**src/rtl/regfile_sb.sv**
```systemverilog
// Register file with hardwired-zero x0, writeback-to-read bypass and a per-register
// busy scoreboard that stalls issue on RAW/WAW hazards.
module regfile_sb #(
    parameter int DATA_W   = 32,
    parameter int ADDR_W   = 5,
    parameter int ZERO_REG = 1,
    parameter int BYPASS   = 1
) (
    input  logic              clk,
    input  logic              rst,
    input  logic [ADDR_W-1:0] Read_reg01,
    input  logic [ADDR_W-1:0] Read_reg02,
    output logic [DATA_W-1:0] Read_data01,
    output logic [DATA_W-1:0] Read_data02,
    input  logic              write_signal,
    input  logic [ADDR_W-1:0] Write_reg,
    input  logic [DATA_W-1:0] Write_data,
    input  logic              iss_valid,
    input  logic              iss_rs1_en,
    input  logic              iss_rs2_en,
    input  logic              iss_rd_en,
    input  logic [ADDR_W-1:0] iss_rd,
    input  logic              flush,
    output logic              stall,
    output logic [ADDR_W:0]   pending
);
    localparam int   NREGS = 2 ** ADDR_W;
    localparam logic ZR    = (ZERO_REG != 0);
    localparam logic BP    = (BYPASS != 0);

    logic [DATA_W-1:0] regs [NREGS];
    logic [NREGS-1:0]  busy;
    logic [NREGS-1:0]  busy_nxt;
    logic [ADDR_W:0]   busy_cnt;
    logic              wb;
    logic              hit1;
    logic              hit2;
    logic              waw;
    logic              accept;

    assign wb = write_signal & ~(ZR & (Write_reg == '0));

    assign Read_data01 = (ZR && Read_reg01 == '0) ? '0 :
                         (BP && write_signal && Write_reg == Read_reg01) ? Write_data :
                         regs[Read_reg01];
    assign Read_data02 = (ZR && Read_reg02 == '0) ? '0 :
                         (BP && write_signal && Write_reg == Read_reg02) ? Write_data :
                         regs[Read_reg02];

    // A same-cycle writeback resolves a read hazard only when the data is forwarded.
    assign hit1 = busy[Read_reg01] & ~(BP & wb & (Write_reg == Read_reg01));
    assign hit2 = busy[Read_reg02] & ~(BP & wb & (Write_reg == Read_reg02));
    assign waw  = iss_rd_en & busy[iss_rd] & ~(wb & (Write_reg == iss_rd));

    // Issue handshake: iss_valid is the request, ~stall is the ready; an instruction
    // is accepted on a cycle with iss_valid=1 and stall=0. stall depends only on inputs and state.
    assign stall  = iss_valid & ((iss_rs1_en & hit1) | (iss_rs2_en & hit2) | waw);
    assign accept = iss_valid & ~stall;

    always_comb begin
        busy_nxt = busy;
        if (flush) begin
            busy_nxt = '0;
        end else begin
            if (wb)
                busy_nxt[Write_reg] = 1'b0;
            // Set follows clear so a new producer on the same index wins.
            if (accept && iss_rd_en && !(ZR && iss_rd == '0))
                busy_nxt[iss_rd] = 1'b1;
        end
    end

    always_comb begin
        busy_cnt = '0;
        for (int i = 0; i < NREGS; i++)
            busy_cnt = busy_cnt + (ADDR_W+1)'(busy_nxt[i]);
    end

    always_ff @(posedge clk or posedge rst) begin
        if (rst) begin
            for (int i = 0; i < NREGS; i++)
                regs[i] <= '0;
        end else if (wb) begin
            regs[Write_reg] <= Write_data;
        end
    end

    always_ff @(posedge clk or posedge rst) begin
        if (rst) begin
            busy    <= '0;
            pending <= '0;
        end else begin
            busy    <= busy_nxt;
            pending <= busy_cnt;
        end
    end
endmodule

```
**config.mk**
```make
export PLATFORM = sky130hd
export DESIGN_NAME = regfile_sb
export DESIGN_NICKNAME = d
export VERILOG_FILES = /design/src/rtl/regfile_sb.sv
export SDC_FILE = /design/constraint.sdc
export NUM_CORES = 2
export LEC_CHECK = 0
export ABC_AREA = 0
export BUFFER_PORTS_ARGS = -buffer_cell sky130_fd_sc_hd__buf_4
export CORE_ASPECT_RATIO = 0.8
export CORE_MARGIN = 2
export CORE_UTILIZATION = 55
export CTS_BUF_LIST = sky130_fd_sc_hd__clkbuf_16
export CTS_CLUSTER_DIAMETER = 120
export DETAILED_ROUTE_END_ITERATION = 10
export PLACE_DENSITY = 0.68
export RECOVER_POWER = 50
export SKIP_LAST_GASP = 1
export SLEW_MARGIN = 20
export SYNTH_ARGS = -nofsm -noshare
export SYNTH_HDL_FRONTEND = slang
export SYNTH_SLANG_ARGS = --single-unit
```
**constraint.sdc**
```tcl
create_clock -name clk -period 100.6 [get_ports clk]
set_input_delay 20.12 -clock clk [delete_from_list [all_inputs] [get_ports clk]]
set_output_delay 20.12 -clock clk [all_outputs]
set_load 0.05 [all_outputs]
```
==> impl_results.md <==
- Vias/cell: 7.06
- Die Y: 295 microns
- Final Slew Violations: 1134
- Sequential element share of the synthesized area: between 40% and 50%
- GRT Util Overall: 33.5%
- Initial antenna violation count: 6
- Pwr Total: roughly 1200 uW
- DRT Pass-1 Iters: 5
- CTS tree: built
- CP peak stage delay: 1020 ps
- Crit end category: primary output
- Main area contributors after synthesis: dfrtp_1, mux4_2, mux2_2
- CTS Sinks: around 1.1k
- H-tree depth: 3
- Grt ovf: 0
- Row cnt: roughly 110
- HP Class: flip-flop to flip-flop
- Fraction of layout cells with a size suffix above 1: between 50% and 60%
- Startpoint types: input pin
- CTS Root Cell: clkbuf_16
- RSZ-0062 raised after global routing: false
- Fmax: 22.3 MHz
- Util after Layout: around 60%
- Setup violators final: 0
- Critical path's top delay family: simple AND/OR/NAND/NOR gates
- Post-Syn Area: ~58000 sq um
- Core ar.: ~100000 sq um
- Worst-case clock skew: about 15 ps
- Post-CTS setup buffers: 0
- Post-Synthesis Net Count: around 4k
- Synth Instances: between 3k and 4k
- Ratio of final minimum period to clock period: between 40% and 50%
- Leak: between 0.02 and 0.03 uW
- TritonCTS Buffers: 108
- Pin count of the biggest net entering global routing: ~170
- Max-cap check violation count: 27
- Final Hold Vio Count: 0
- Crit-path cells: buf_8 -> xor2_1 -> nor4_4 -> nand2_1 -> nor2_4 -> buf_4 -> nand2_1 -> o31ai_1 -> buf_4
- Post-synth ARST share: 100%
- Area grow syn2layout: 8.15%
- Worst endpoint required time: ~80000 ps
- First-pass GRT wire length: about 260 mm
- Gates resized, CTS repair: 0
- Fin nets: 3883
- Power Density: 19.3 nW/um^2
- Starting Density: 55.7%
- Slowest cell on crit path: nor2_4
- Setup CP Type: input pin to primary output
- Routed WL per cell: roughly 34 microns
- Worst slew pin tran: approximately 8500 ps
- Slew HR: -467%
- Post-synthesis register bit count: approximately 1.1k
- Yosys warns: 0
- Finished Layout Cells: 5275
- Fin worst setup slack: 55690 ps
- Peak VDD IR: roughly 0.016 mV
- Unique cell type count in the Yosys netlist: 59
- Post-synth top area share: between 40% and 50%
- Final setup TNS: 0 ps
- Die width: roughly 370 microns
- Placement Setup Slack: 55810 ps
- Worst endpoint data arrival time: approximately 25000 ps
- Vias after detailed routing: approximately 37k
- Die area: between 100000 and 150000 sq um
- Final HPWL DP: about 93 mm
- Register clock-pin slew on the reported worst setup and hold paths: about 60 ps
- Post-synth EDFFs: 0
- Final GP Congestion: roughly 0.87
- Buf/Inv on CP: 3
- Skew-Pair Late Insertion Delay: around 730 ps
- Clock period minus final worst setup slack: 44910 ps
- Ports: between 100 and 150
- Max FO, Critical Path: between 70 and 80
- DRT Wirelength: between 150 and 200 mm
- Synth Flop Type: dfrtp_1
- Most common cell after layout, fill and taps aside: mux2_2
- Most frequent cells in the layout: mux2_2, dfrtp_1, mux4_2, buf_4, nand2_1
- Starting DRT DRC Count: approximately 4k
- Port Buffer Count: between 100 and 150
- Status: finished with violations
- Detail Route Antenna Nets: 0
- Failing checks: capacitance limit, slew limit
- Largest area contributor in the netlist: dfrtp_1
- CTS Buffer Depth: 3
- Syn avg cell area: between 10 and 15 sq um
- Placed cell count: roughly 5k
- Drc violations: 0
- Vias in the first global route: 37.1k
- Hold-fix buffers, CTS: 0
metal layers:
metal  vias up  track usage [%]  share of wire, %
met5         -                0             0.018
met4         6             11.2               3.8
met3       423             8.18               9.6
met2      1963             51.2                46
met1     20000             47.4                41
li1      14800                -                 -
stage by stage:
step,cell area (sq um),hold WS [ps]
floorplan,58400,441
global placement,60100,376
detailed placement,60100,382
CTS,63400,396
global route,63200,407
finish,63200,393
sequential cells by signal (all words and copies together) (netlist names):
register  flops
busy         32
regs       1024
pending       6
layout make-up:
class | instances | area, sq um
fill | 8068 | 41800
multi-input combinational | 2377 | 29900
sequential | 1062 | 26600
clock buffer | 111 | 2780
tap | 1404 | 1760
timing repair buffer | 206 | 1500
clock inverter | 76 | 457
inverter | 37 | 143
antenna | 2 | 5.00
report_power, final:
part / total, uW / switching [uW] / internal [uW]
Sequential: 561 / 55.8 / 505
Clock: 383 / 175 / 208
Combinational: 275 / 118 / 157
final timing paths:
path | end | startpoint | slack (ps) | cells after the start
max in group asynchronous | regs[438] | rst | 69850 | 3
max | Read_data01[30] | Read_reg01[0] | 55690 | 9
min in group asynchronous | pending[1] | rst | 20980 | 2
max reg2reg | pending[4] | busy[2] | 93920 | 22
min | regs[1002] | regs[1002] | 390 | 0
min reg2reg | regs[1002] | regs[1002] | 390 | 0
synth_stat cells (13+ instances only):
cell type,instances
inv_1,36
a211oi_1,15
nor2_1,61
o221ai_1,35
dfrtp_1,1062
o21ai_0,44
nand3_1,15
nand3b_1,24
fa_1,24
mux2i_1,120
buf_2,82
o22ai_1,50
mux4_2,547
buf_4,33
clkbuf_1,248
buf_1,74
mux2_2,1063
o21a_1,13
o31ai_1,35
nand2_1,150
a21oi_1,39
logic make-up (layout without fill, tap and decap cells):
group	after synthesis	count (layout)	share of synthesized area [%]
AO/OA/AOI/OAI	279	279	3.37
XOR/XNOR	18	18	0.270
adder cells (fa/ha/maj)	31	31	0.973
buffers and inverters	479	430	3.53
flip-flops	1062	1062	45.5
multiplexers	1732	1732	43.7
other	0	2	0
AND/OR/NAND/NOR	317	317	2.61
(Power assumes the default switching activity.)
